### src/rtl/alu_pkg.sv
// alu_pkg: ALU opcodes, forwarding selects and the control bundle shared
// by the ID/EX stage and its forwarding muxes.
package alu_pkg;

    typedef enum logic [3:0] {
        ALU_AND  = 4'b0000,
        ALU_OR   = 4'b0001,
        ALU_ADD  = 4'b0010,
        ALU_XOR  = 4'b0101,
        ALU_SUB  = 4'b0110,
        ALU_SLT  = 4'b0111,
        ALU_SRL  = 4'b1000,
        ALU_ADDU = 4'b1010,
        ALU_NOR  = 4'b1100,
        ALU_SUBU = 4'b1110,
        ALU_SLL  = 4'b1111
    } alu_op_e;

    typedef enum logic [1:0] {
        FWD_REG = 2'd0,
        FWD_EXM = 2'd1,
        FWD_MWB = 2'd2
    } fwd_sel_e;

    typedef struct packed {
        logic reg_write;
        logic mem_read;
        logic mem_write;
        logic mem_to_reg;
    } ctrl_t;

    // EX/MEM is younger than MEM/WB, so it wins; r0 is never forwarded
    function automatic fwd_sel_e fwd_pick(
        input logic [4:0] addr,
        input logic       exm_we,
        input logic [4:0] exm_rd,
        input logic       mwb_we,
        input logic [4:0] mwb_rd
    );
        if (exm_we && exm_rd != 5'd0 && exm_rd == addr)
            return FWD_EXM;
        if (mwb_we && mwb_rd != 5'd0 && mwb_rd == addr)
            return FWD_MWB;
        return FWD_REG;
    endfunction

endpackage

### src/rtl/id_ex_stage_if.sv
// id_ex_stage_if: decode-side inputs, forwarding sources and ALU-side
// outputs of the ID/EX stage, bundled with master/slave modports.
interface id_ex_stage_if #(
    parameter int W     = 32,
    parameter int CNT_W = 16
);
    logic             stall;
    logic             flush;
    logic             valid_in;
    logic [W-1:0]     rs_data;
    logic [W-1:0]     rt_data;
    logic [W-1:0]     imm;
    logic [4:0]       shamt_in;
    logic [4:0]       rs_addr;
    logic [4:0]       rt_addr;
    logic [4:0]       rd_addr;
    logic [3:0]       alu_ctrl_in;
    logic             alu_src;
    logic             reg_write_in;
    logic             mem_read_in;
    logic             mem_write_in;
    logic             mem_to_reg_in;
    logic             exm_reg_write;
    logic [4:0]       exm_rd;
    logic [W-1:0]     exm_result;
    logic             mwb_reg_write;
    logic [4:0]       mwb_rd;
    logic [W-1:0]     mwb_result;

    logic [W-1:0]     x;
    logic [W-1:0]     y;
    logic [4:0]       shamt;
    logic [3:0]       ALUout;
    logic [W-1:0]     store_data;
    logic [4:0]       rd_out;
    logic             reg_write_out;
    logic             mem_read_out;
    logic             mem_write_out;
    logic             mem_to_reg_out;
    logic             valid_out;
    logic             load_use;
    logic [CNT_W-1:0] bubble_cnt;

    modport slave (
        input  stall, flush, valid_in,
        input  rs_data, rt_data, imm, shamt_in,
        input  rs_addr, rt_addr, rd_addr,
        input  alu_ctrl_in, alu_src,
        input  reg_write_in, mem_read_in,
        input  mem_write_in, mem_to_reg_in,
        input  exm_reg_write, exm_rd, exm_result,
        input  mwb_reg_write, mwb_rd, mwb_result,
        output x, y, shamt, ALUout, store_data,
        output rd_out, reg_write_out, mem_read_out,
        output mem_write_out, mem_to_reg_out,
        output valid_out, load_use, bubble_cnt
    );

    modport master (
        output stall, flush, valid_in,
        output rs_data, rt_data, imm, shamt_in,
        output rs_addr, rt_addr, rd_addr,
        output alu_ctrl_in, alu_src,
        output reg_write_in, mem_read_in,
        output mem_write_in, mem_to_reg_in,
        output exm_reg_write, exm_rd, exm_result,
        output mwb_reg_write, mwb_rd, mwb_result,
        input  x, y, shamt, ALUout, store_data,
        input  rd_out, reg_write_out, mem_read_out,
        input  mem_write_out, mem_to_reg_out,
        input  valid_out, load_use, bubble_cnt
    );
endinterface

### src/rtl/fwd_mux.sv
// fwd_mux: picks one ALU operand from the register copy or the EX/MEM
// and MEM/WB results; EN=0 always passes the register copy.
module fwd_mux import alu_pkg::*; #(
    parameter int W  = 32,
    parameter bit EN = 1'b1
) (
    input  logic [4:0]   addr,
    input  logic [W-1:0] reg_data,
    input  logic         exm_we,
    input  logic [4:0]   exm_rd,
    input  logic [W-1:0] exm_result,
    input  logic         mwb_we,
    input  logic [4:0]   mwb_rd,
    input  logic [W-1:0] mwb_result,
    output logic [W-1:0] data
);
    fwd_sel_e sel;

    always_comb begin
        sel = FWD_REG;
        if (EN)
            sel = fwd_pick(addr, exm_we, exm_rd, mwb_we, mwb_rd);
        unique case (sel)
            FWD_EXM: data = exm_result;
            FWD_MWB: data = mwb_result;
            default: data = reg_data;
        endcase
    end
endmodule

### src/rtl/id_ex_stage.sv
// id_ex_stage: ID/EX register with load-use bubbles and operand forwarding.
// ID_EX_FWD_EN enables forwarding; without it load_use covers all writers.
module id_ex_stage import alu_pkg::*; #(
    parameter int W     = 32,
    parameter int CNT_W = 16
) (
    input logic          clk,
    input logic          rst,
    id_ex_stage_if.slave bus
);
`ifdef ID_EX_FWD_EN
    localparam bit FWD_EN = 1'b1;
`else
    localparam bit FWD_EN = 1'b0;
`endif

    typedef struct packed {
        logic         valid;
        ctrl_t        ctrl;
        logic         alu_src;
        logic [3:0]   alu_ctrl;
        logic [4:0]   shamt;
        logic [4:0]   rs_addr;
        logic [4:0]   rt_addr;
        logic [4:0]   rd;
        logic [W-1:0] imm;
        logic [W-1:0] rs_data;
        logic [W-1:0] rt_data;
    } ent_t;

    ent_t             ent_q;
    ent_t             ent_d;
    ent_t             ent_in;
    logic [CNT_W-1:0] bubble_cnt_q;
    logic [CNT_W-1:0] bubble_cnt_d;
    logic             load_use;
    logic [W-1:0]     fwd_rs;
    logic [W-1:0]     fwd_rt;

    function automatic logic hit(
        input logic       we,
        input logic [4:0] rd,
        input logic [4:0] a,
        input logic [4:0] b
    );
        return we && rd != 5'd0 && (rd == a || rd == b);
    endfunction

    always_comb begin
        load_use = 1'b0;
`ifdef ID_EX_FWD_EN
        load_use = bus.valid_in &
            hit(ent_q.valid & ent_q.ctrl.mem_read,
                ent_q.rd, bus.rs_addr, bus.rt_addr);
`else
        // no bypass: any pending writer of a source must drain first
        load_use = bus.valid_in & (
            hit(ent_q.valid &
                (ent_q.ctrl.reg_write | ent_q.ctrl.mem_read),
                ent_q.rd, bus.rs_addr, bus.rt_addr) |
            hit(bus.exm_reg_write, bus.exm_rd,
                bus.rs_addr, bus.rt_addr) |
            hit(bus.mwb_reg_write, bus.mwb_rd,
                bus.rs_addr, bus.rt_addr));
`endif
    end

    always_comb begin
        ent_in                = '0;
        ent_in.valid          = bus.valid_in;
        ent_in.ctrl.reg_write = bus.reg_write_in;
        ent_in.ctrl.mem_read  = bus.mem_read_in;
        ent_in.ctrl.mem_write = bus.mem_write_in;
        ent_in.ctrl.mem_to_reg = bus.mem_to_reg_in;
        ent_in.alu_src        = bus.alu_src;
        ent_in.alu_ctrl       = bus.alu_ctrl_in;
        ent_in.shamt          = bus.shamt_in;
        ent_in.rs_addr        = bus.rs_addr;
        ent_in.rt_addr        = bus.rt_addr;
        ent_in.rd             = bus.rd_addr;
        ent_in.imm            = bus.imm;
        ent_in.rs_data        = bus.rs_data;
        ent_in.rt_data        = bus.rt_data;
    end

    always_comb begin
        ent_d        = ent_q;
        bubble_cnt_d = bubble_cnt_q;
        if (bus.flush) begin
            ent_d = '0;
        end else if (bus.stall) begin
            ent_d = ent_q;
        end else if (load_use) begin
            ent_d = '0;
            if (bubble_cnt_q != '1)
                bubble_cnt_d = bubble_cnt_q + CNT_W'(1);
        end else begin
            ent_d = ent_in;
        end
    end

    always_ff @(posedge clk) begin
        if (rst) begin
            ent_q        <= '0;
            bubble_cnt_q <= '0;
        end else begin
            ent_q        <= ent_d;
            bubble_cnt_q <= bubble_cnt_d;
        end
    end

    fwd_mux #(.W(W), .EN(FWD_EN)) u_fwd_rs (
        .addr       (ent_q.rs_addr),
        .reg_data   (ent_q.rs_data),
        .exm_we     (bus.exm_reg_write),
        .exm_rd     (bus.exm_rd),
        .exm_result (bus.exm_result),
        .mwb_we     (bus.mwb_reg_write),
        .mwb_rd     (bus.mwb_rd),
        .mwb_result (bus.mwb_result),
        .data       (fwd_rs)
    );

    fwd_mux #(.W(W), .EN(FWD_EN)) u_fwd_rt (
        .addr       (ent_q.rt_addr),
        .reg_data   (ent_q.rt_data),
        .exm_we     (bus.exm_reg_write),
        .exm_rd     (bus.exm_rd),
        .exm_result (bus.exm_result),
        .mwb_we     (bus.mwb_reg_write),
        .mwb_rd     (bus.mwb_rd),
        .mwb_result (bus.mwb_result),
        .data       (fwd_rt)
    );

    assign bus.x              = fwd_rs;
    assign bus.y              = ent_q.alu_src ? ent_q.imm : fwd_rt;
    assign bus.store_data     = fwd_rt;
    assign bus.shamt          = ent_q.shamt;
    assign bus.ALUout         = ent_q.alu_ctrl;
    assign bus.rd_out         = ent_q.rd;
    assign bus.reg_write_out  = ent_q.ctrl.reg_write;
    assign bus.mem_read_out   = ent_q.ctrl.mem_read;
    assign bus.mem_write_out  = ent_q.ctrl.mem_write;
    assign bus.mem_to_reg_out = ent_q.ctrl.mem_to_reg;
    assign bus.valid_out      = ent_q.valid;
    assign bus.load_use       = load_use;
    assign bus.bubble_cnt     = bubble_cnt_q;
endmodule
### src/flat_wrapper.sv
// flat-port wrapper written by rule: the top's interface ports become plain ports
module id_ex_stage_flat import alu_pkg::*;
#(
    parameter int W     = 32,
    parameter int CNT_W = 16
)
  (clk, rst, bus_stall, bus_flush, bus_valid_in, bus_rs_data, bus_rt_data, bus_imm, bus_shamt_in, bus_rs_addr, bus_rt_addr, bus_rd_addr, bus_alu_ctrl_in, bus_alu_src, bus_reg_write_in, bus_mem_read_in, bus_mem_write_in, bus_mem_to_reg_in, bus_exm_reg_write, bus_exm_rd, bus_exm_result, bus_mwb_reg_write, bus_mwb_rd, bus_mwb_result, bus_x, bus_y, bus_shamt, bus_ALUout, bus_store_data, bus_rd_out, bus_reg_write_out, bus_mem_read_out, bus_mem_write_out, bus_mem_to_reg_out, bus_valid_out, bus_load_use, bus_bubble_cnt);
  id_ex_stage_if #(.W(W), .CNT_W(CNT_W)) bus_i ();
  input logic clk;
  input logic rst;
  input wire logic [$bits(bus_i.stall)-1:0] bus_stall;
  input wire logic [$bits(bus_i.flush)-1:0] bus_flush;
  input wire logic [$bits(bus_i.valid_in)-1:0] bus_valid_in;
  input wire logic [$bits(bus_i.rs_data)-1:0] bus_rs_data;
  input wire logic [$bits(bus_i.rt_data)-1:0] bus_rt_data;
  input wire logic [$bits(bus_i.imm)-1:0] bus_imm;
  input wire logic [$bits(bus_i.shamt_in)-1:0] bus_shamt_in;
  input wire logic [$bits(bus_i.rs_addr)-1:0] bus_rs_addr;
  input wire logic [$bits(bus_i.rt_addr)-1:0] bus_rt_addr;
  input wire logic [$bits(bus_i.rd_addr)-1:0] bus_rd_addr;
  input wire logic [$bits(bus_i.alu_ctrl_in)-1:0] bus_alu_ctrl_in;
  input wire logic [$bits(bus_i.alu_src)-1:0] bus_alu_src;
  input wire logic [$bits(bus_i.reg_write_in)-1:0] bus_reg_write_in;
  input wire logic [$bits(bus_i.mem_read_in)-1:0] bus_mem_read_in;
  input wire logic [$bits(bus_i.mem_write_in)-1:0] bus_mem_write_in;
  input wire logic [$bits(bus_i.mem_to_reg_in)-1:0] bus_mem_to_reg_in;
  input wire logic [$bits(bus_i.exm_reg_write)-1:0] bus_exm_reg_write;
  input wire logic [$bits(bus_i.exm_rd)-1:0] bus_exm_rd;
  input wire logic [$bits(bus_i.exm_result)-1:0] bus_exm_result;
  input wire logic [$bits(bus_i.mwb_reg_write)-1:0] bus_mwb_reg_write;
  input wire logic [$bits(bus_i.mwb_rd)-1:0] bus_mwb_rd;
  input wire logic [$bits(bus_i.mwb_result)-1:0] bus_mwb_result;
  output wire logic [$bits(bus_i.x)-1:0] bus_x;
  output wire logic [$bits(bus_i.y)-1:0] bus_y;
  output wire logic [$bits(bus_i.shamt)-1:0] bus_shamt;
  output wire logic [$bits(bus_i.ALUout)-1:0] bus_ALUout;
  output wire logic [$bits(bus_i.store_data)-1:0] bus_store_data;
  output wire logic [$bits(bus_i.rd_out)-1:0] bus_rd_out;
  output wire logic [$bits(bus_i.reg_write_out)-1:0] bus_reg_write_out;
  output wire logic [$bits(bus_i.mem_read_out)-1:0] bus_mem_read_out;
  output wire logic [$bits(bus_i.mem_write_out)-1:0] bus_mem_write_out;
  output wire logic [$bits(bus_i.mem_to_reg_out)-1:0] bus_mem_to_reg_out;
  output wire logic [$bits(bus_i.valid_out)-1:0] bus_valid_out;
  output wire logic [$bits(bus_i.load_use)-1:0] bus_load_use;
  output wire logic [$bits(bus_i.bubble_cnt)-1:0] bus_bubble_cnt;
  assign bus_i.stall = bus_stall;
  assign bus_i.flush = bus_flush;
  assign bus_i.valid_in = bus_valid_in;
  assign bus_i.rs_data = bus_rs_data;
  assign bus_i.rt_data = bus_rt_data;
  assign bus_i.imm = bus_imm;
  assign bus_i.shamt_in = bus_shamt_in;
  assign bus_i.rs_addr = bus_rs_addr;
  assign bus_i.rt_addr = bus_rt_addr;
  assign bus_i.rd_addr = bus_rd_addr;
  assign bus_i.alu_ctrl_in = bus_alu_ctrl_in;
  assign bus_i.alu_src = bus_alu_src;
  assign bus_i.reg_write_in = bus_reg_write_in;
  assign bus_i.mem_read_in = bus_mem_read_in;
  assign bus_i.mem_write_in = bus_mem_write_in;
  assign bus_i.mem_to_reg_in = bus_mem_to_reg_in;
  assign bus_i.exm_reg_write = bus_exm_reg_write;
  assign bus_i.exm_rd = bus_exm_rd;
  assign bus_i.exm_result = bus_exm_result;
  assign bus_i.mwb_reg_write = bus_mwb_reg_write;
  assign bus_i.mwb_rd = bus_mwb_rd;
  assign bus_i.mwb_result = bus_mwb_result;
  assign bus_x = bus_i.x;
  assign bus_y = bus_i.y;
  assign bus_shamt = bus_i.shamt;
  assign bus_ALUout = bus_i.ALUout;
  assign bus_store_data = bus_i.store_data;
  assign bus_rd_out = bus_i.rd_out;
  assign bus_reg_write_out = bus_i.reg_write_out;
  assign bus_mem_read_out = bus_i.mem_read_out;
  assign bus_mem_write_out = bus_i.mem_write_out;
  assign bus_mem_to_reg_out = bus_i.mem_to_reg_out;
  assign bus_valid_out = bus_i.valid_out;
  assign bus_load_use = bus_i.load_use;
  assign bus_bubble_cnt = bus_i.bubble_cnt;
  id_ex_stage #(.W(W), .CNT_W(CNT_W)) u_core (.clk(clk), .rst(rst), .bus(bus_i));
endmodule
### config.mk
export PLATFORM = sky130hd
export DESIGN_NAME = id_ex_stage_flat
export DESIGN_NICKNAME = d
export VERILOG_FILES = /design/src/rtl/alu_pkg.sv /design/src/rtl/id_ex_stage_if.sv /design/src/rtl/fwd_mux.sv /design/src/rtl/id_ex_stage.sv /design/src/flat_wrapper.sv
export SDC_FILE = /design/constraint.sdc
export NUM_CORES = 1
export LEC_CHECK = 0
export CAP_MARGIN = 20
export CORE_AREA = 2 2 130 132
export CTS_CLUSTER_DIAMETER = 60
export CTS_CLUSTER_SIZE = 25
export DETAILED_ROUTE_END_ITERATION = 8
export DIE_AREA = 0 0 132 134
export PLACE_DENSITY_LB_ADDON = 0.05
export SLEW_MARGIN = 10
export SYNTH_ARGS = -nofsm -noshare
export SYNTH_HDL_FRONTEND = slang
export SYNTH_SLANG_ARGS = --single-unit
### constraint.sdc
create_clock -name clk -period 3.2 [get_ports clk]
set_input_delay 0.48 -clock clk [delete_from_list [all_inputs] [get_ports clk]]
set_output_delay 0.48 -clock clk [all_outputs]
set_load 0.005 [all_outputs]
==> metrics.cfg, run 1 <==
[status]
status=finished, final reports clean

[yosys]
synth_nets=746
yosysMostFrequentCell=dfxtp_1
synth_edf_count=0
ys_ff_latch=132
synth_top_area_cell=dfxtp_1
yosysSeqAreaShare_pct=45.89
postSynthAreaPerCell_sq_um=10.68
synthArstFlopShare_pct=0
yosysWarningCount=0
synth_top_cells_by_count=dfxtp_1, a22o_1, buf_4, mux2_2, xnor2_1
syn_inst=539
syn_area_sq_um=5758
synth_top_area_share_pct=45.89
synth_flop_cell=dfxtp_1
synth_top_cells_by_area=dfxtp_1, a22o_1, buf_4, mux2_2, xnor2_1
synth_cell_type_count=33

[global_route]
use_met3_pct=7.521
grt_pass1_vias=4917
use_met2_pct=30.50
use_met1_pct=22.80
antenna_found_initial=0
grt_use_total_pct=18.85
grt-busiest-layer=met2
grt_overflow=0
grt_pass1_wl_mm=26.52
grt_max_degree=63

[timing]
fin_setup_tns_ns=0
final_hold_viol_count=0
fmax_ghz=0.3234
fin_crit_sh_pct=96.63
layout_min_cycle_time_ns=3.092
whs_ns=0.4669
finClkSkew_ns=0.01018
grt_setup_unrepaired=no
finalSetupViolCount=0
slew_headroom_pct=61.15
tightest_slew_ns=0.5828
setup_ws_ns=0.1078
finalMaxSlewViolations=0

[critical_path]
start_kind=primary input
cp_common_cell=clkdlybuf4s50_1
slowest_delay_ns=0.52
ff2ff_setup_slack_ns=0.81
crit_chain=clkdlybuf4s50_1 -> or4_1 -> o21a_1 -> a222oi_1 -> buf_4 -> nor2_1 -> clkdlybuf4s50_1
slowest_stage=or4_1
critPathCaptureType=output pin
required_ns=2.72
critPathArrivalTime_ns=2.61
critPathMaxFanout=2
timing_worst_setup_path_type=in -> out

[clock_network]
clock_latency_ns=0.41
htreeDepth=4
cts_root_buf=clkbuf_16
cts_hold_buffers=0
post_cts_resized=0
postCtsSetupBuffers=0
clockBufferDepth=2
path_clk_slew_ns=0.05
numCtsBuffers=17
cts_sinks=132
tritoncts=yes

[pwr]
p_seq_share_pct=41.2
vdd.ir_drop.worst_mv=0.3473
p_leak_nw=3.224
power.share.clock_pct=46.6
power.internal_mw=3.254
comb_power_share_pct=12.2
p_sw_mw=0.9374
powerDensity_nw_per_um2=476.7
p_sw_share_pct=22.36

[placement]
gp_congestion=0.8338
hpwl_mm=12.10
post_dp_cell_area_sq_um=8203
post-place-ws_ns=0.07663
portBuffers=273

[route]
avgRoutedWirePerCell_um=17.30
drt_iter0_markers=282
vias_per_cell=5.019
drc=0
drt-total-wl_mm=16.73
vias=4853
drtPass1Iterations=5
antenna_left=0

[floorplan]
coreArea_sq_um=16290
fp-row-count=47
start_util_pct=35.35
die_area_sq_um=17690
pin_count=338
die_w_um=132
die_h_um=134

[min_path]
hp-class=reg -> reg

[run]
cap_violations=0

[layout]
nFillCells=1485
utilization_pct=53.98
diodes=0
syn2layout_area_growth_pct=52.72
final_nets=942
drive_gt1_share_pct=11.65
final_design_area_no_fill_sq_um=8793

cell type report:
type | instances | area [sq um] | share of cell area, %
Timing Repair Buffer | 293 | 2945 | 33.49
Sequential cell | 132 | 2643 | 30.05
Multi-Input combinational cell | 289 | 2332 | 26.52
Clock buffer | 18 | 429.2 | 4.880
Tap cell | 220 | 275.3 | 3.130
Clock inverter | 13 | 161.4 | 1.836
Inverter | 2 | 7.507 | 0.08537
worst paths after layout:
kind / start / end / cells after the start
worst max-delay path: bus_mwb_rd[0] / bus_load_use / 7
worst min-delay path: u_core.ent_q[88] / u_core.ent_q[88] / 1
worst max register to register: u_core.bus.bubble_cnt[0] / u_core.bus.bubble_cnt[9] / 6
worst min register to register: u_core.ent_q[88] / u_core.ent_q[88] / 1
power groups by stage:
| stage | logic, mW | registers [mW] | clock network (mW) |
|---|---|---|---|
| 6_report | 0.509 | 1.73 | 1.95 |
| 5_1_grt | 0.546 | 1.73 | 2.07 |
| 4_1_cts | 0.515 | 1.73 | 2.01 |
| 3_5_place_dp | 0.511 | 1.76 | 0 |
| 3_3_place_gp | 0.507 | 1.76 | 0 |
| 2_1_floorplan | 0.218 | 1.75 | 0 |
flip-flops by register name, summed over array words and instances, names as in the netlist:
name / cells
u_core.ent_q: 97
u_core.bus.bubble_cnt: 16
u_core.bus.rd_out: 5
u_core.bus.shamt: 5
u_core.bus.ALUout: 4
u_core.bus.mem_read_out: 1
u_core.bus.mem_to_reg_out: 1
u_core.bus.mem_write_out: 1
u_core.bus.reg_write_out: 1
u_core.bus.valid_out: 1
metrics by stage:
step	std cells	total power, mW
floorplan	539	1.972
global placement	936	2.269
detailed placement	936	2.274
CTS	967	4.252
global route	967	4.354
finish	967	4.191
worst max-delay path: cells and delay by family:
family	cells	cell delay [ns]
buffers and inverters	3	1.04
AND/OR/NAND/NOR	2	0.56
AO/OA/AOI/OAI	2	0.54
kinds of logic (layout without fill, tap and decap cells):
group / Yosys count / count (layout) / share of synthesized area, %
xor+xnor: 30 / 30 / 4.563
mux: 35 / 35 / 6.845
flops: 132 / 132 / 45.89
buf+inv: 118 / 326 / 13.82
compound gates: 153 / 153 / 21.73
fa+ha+maj: 1 / 1 / 0.2173
simple gates: 70 / 70 / 6.932
cells in the final DEF (no fill, tap or decap), types with 2 or more instances in the layout:
cell,n
clkdlybuf4s50_1,273
dfxtp_1,132
a22o_1,115
mux2_2,35
xnor2_1,30
nand3_1,17
clkbuf_16,17
buf_4,15
or4_1,14
a21oi_1,14
o31ai_1,11
nand2_1,7
nor2_1,7
nor3_1,6
and3_1,5
buf_12,5
nand4_1,4
clkinvlp_4,4
o22ai_1,3
o21ai_0,3
nor2b_1,3
clkinv_2,3
bufinv_16,3
clkinv_4,3
inv_1,2
o21a_1,2
or3_1,2
per-layer routing:
metal | vias to the layer above | routed length [um]
li1 | 2321 | -
met1 | 2305 | 6937
met2 | 203 | 7946
met3 | 24 | 1489
met4 | 0 | 359
met5 | - | 0
No activity file was read; power rests on OpenSTA's default activity.
==> run 2: changes to the inputs <==
--- a/config.mk
+++ b/config.mk
@@ -11,6 +11,7 @@
 export CTS_CLUSTER_SIZE = 25
 export DETAILED_ROUTE_END_ITERATION = 8
 export DIE_AREA = 0 0 132 134
+export HOLD_SLACK_MARGIN = 0.12
 export PLACE_DENSITY_LB_ADDON = 0.05
 export SLEW_MARGIN = 10
 export SYNTH_ARGS = -nofsm -noshare
==> results of run 2 <==
Final layout, timing and power as in run 1 (identical DEF).
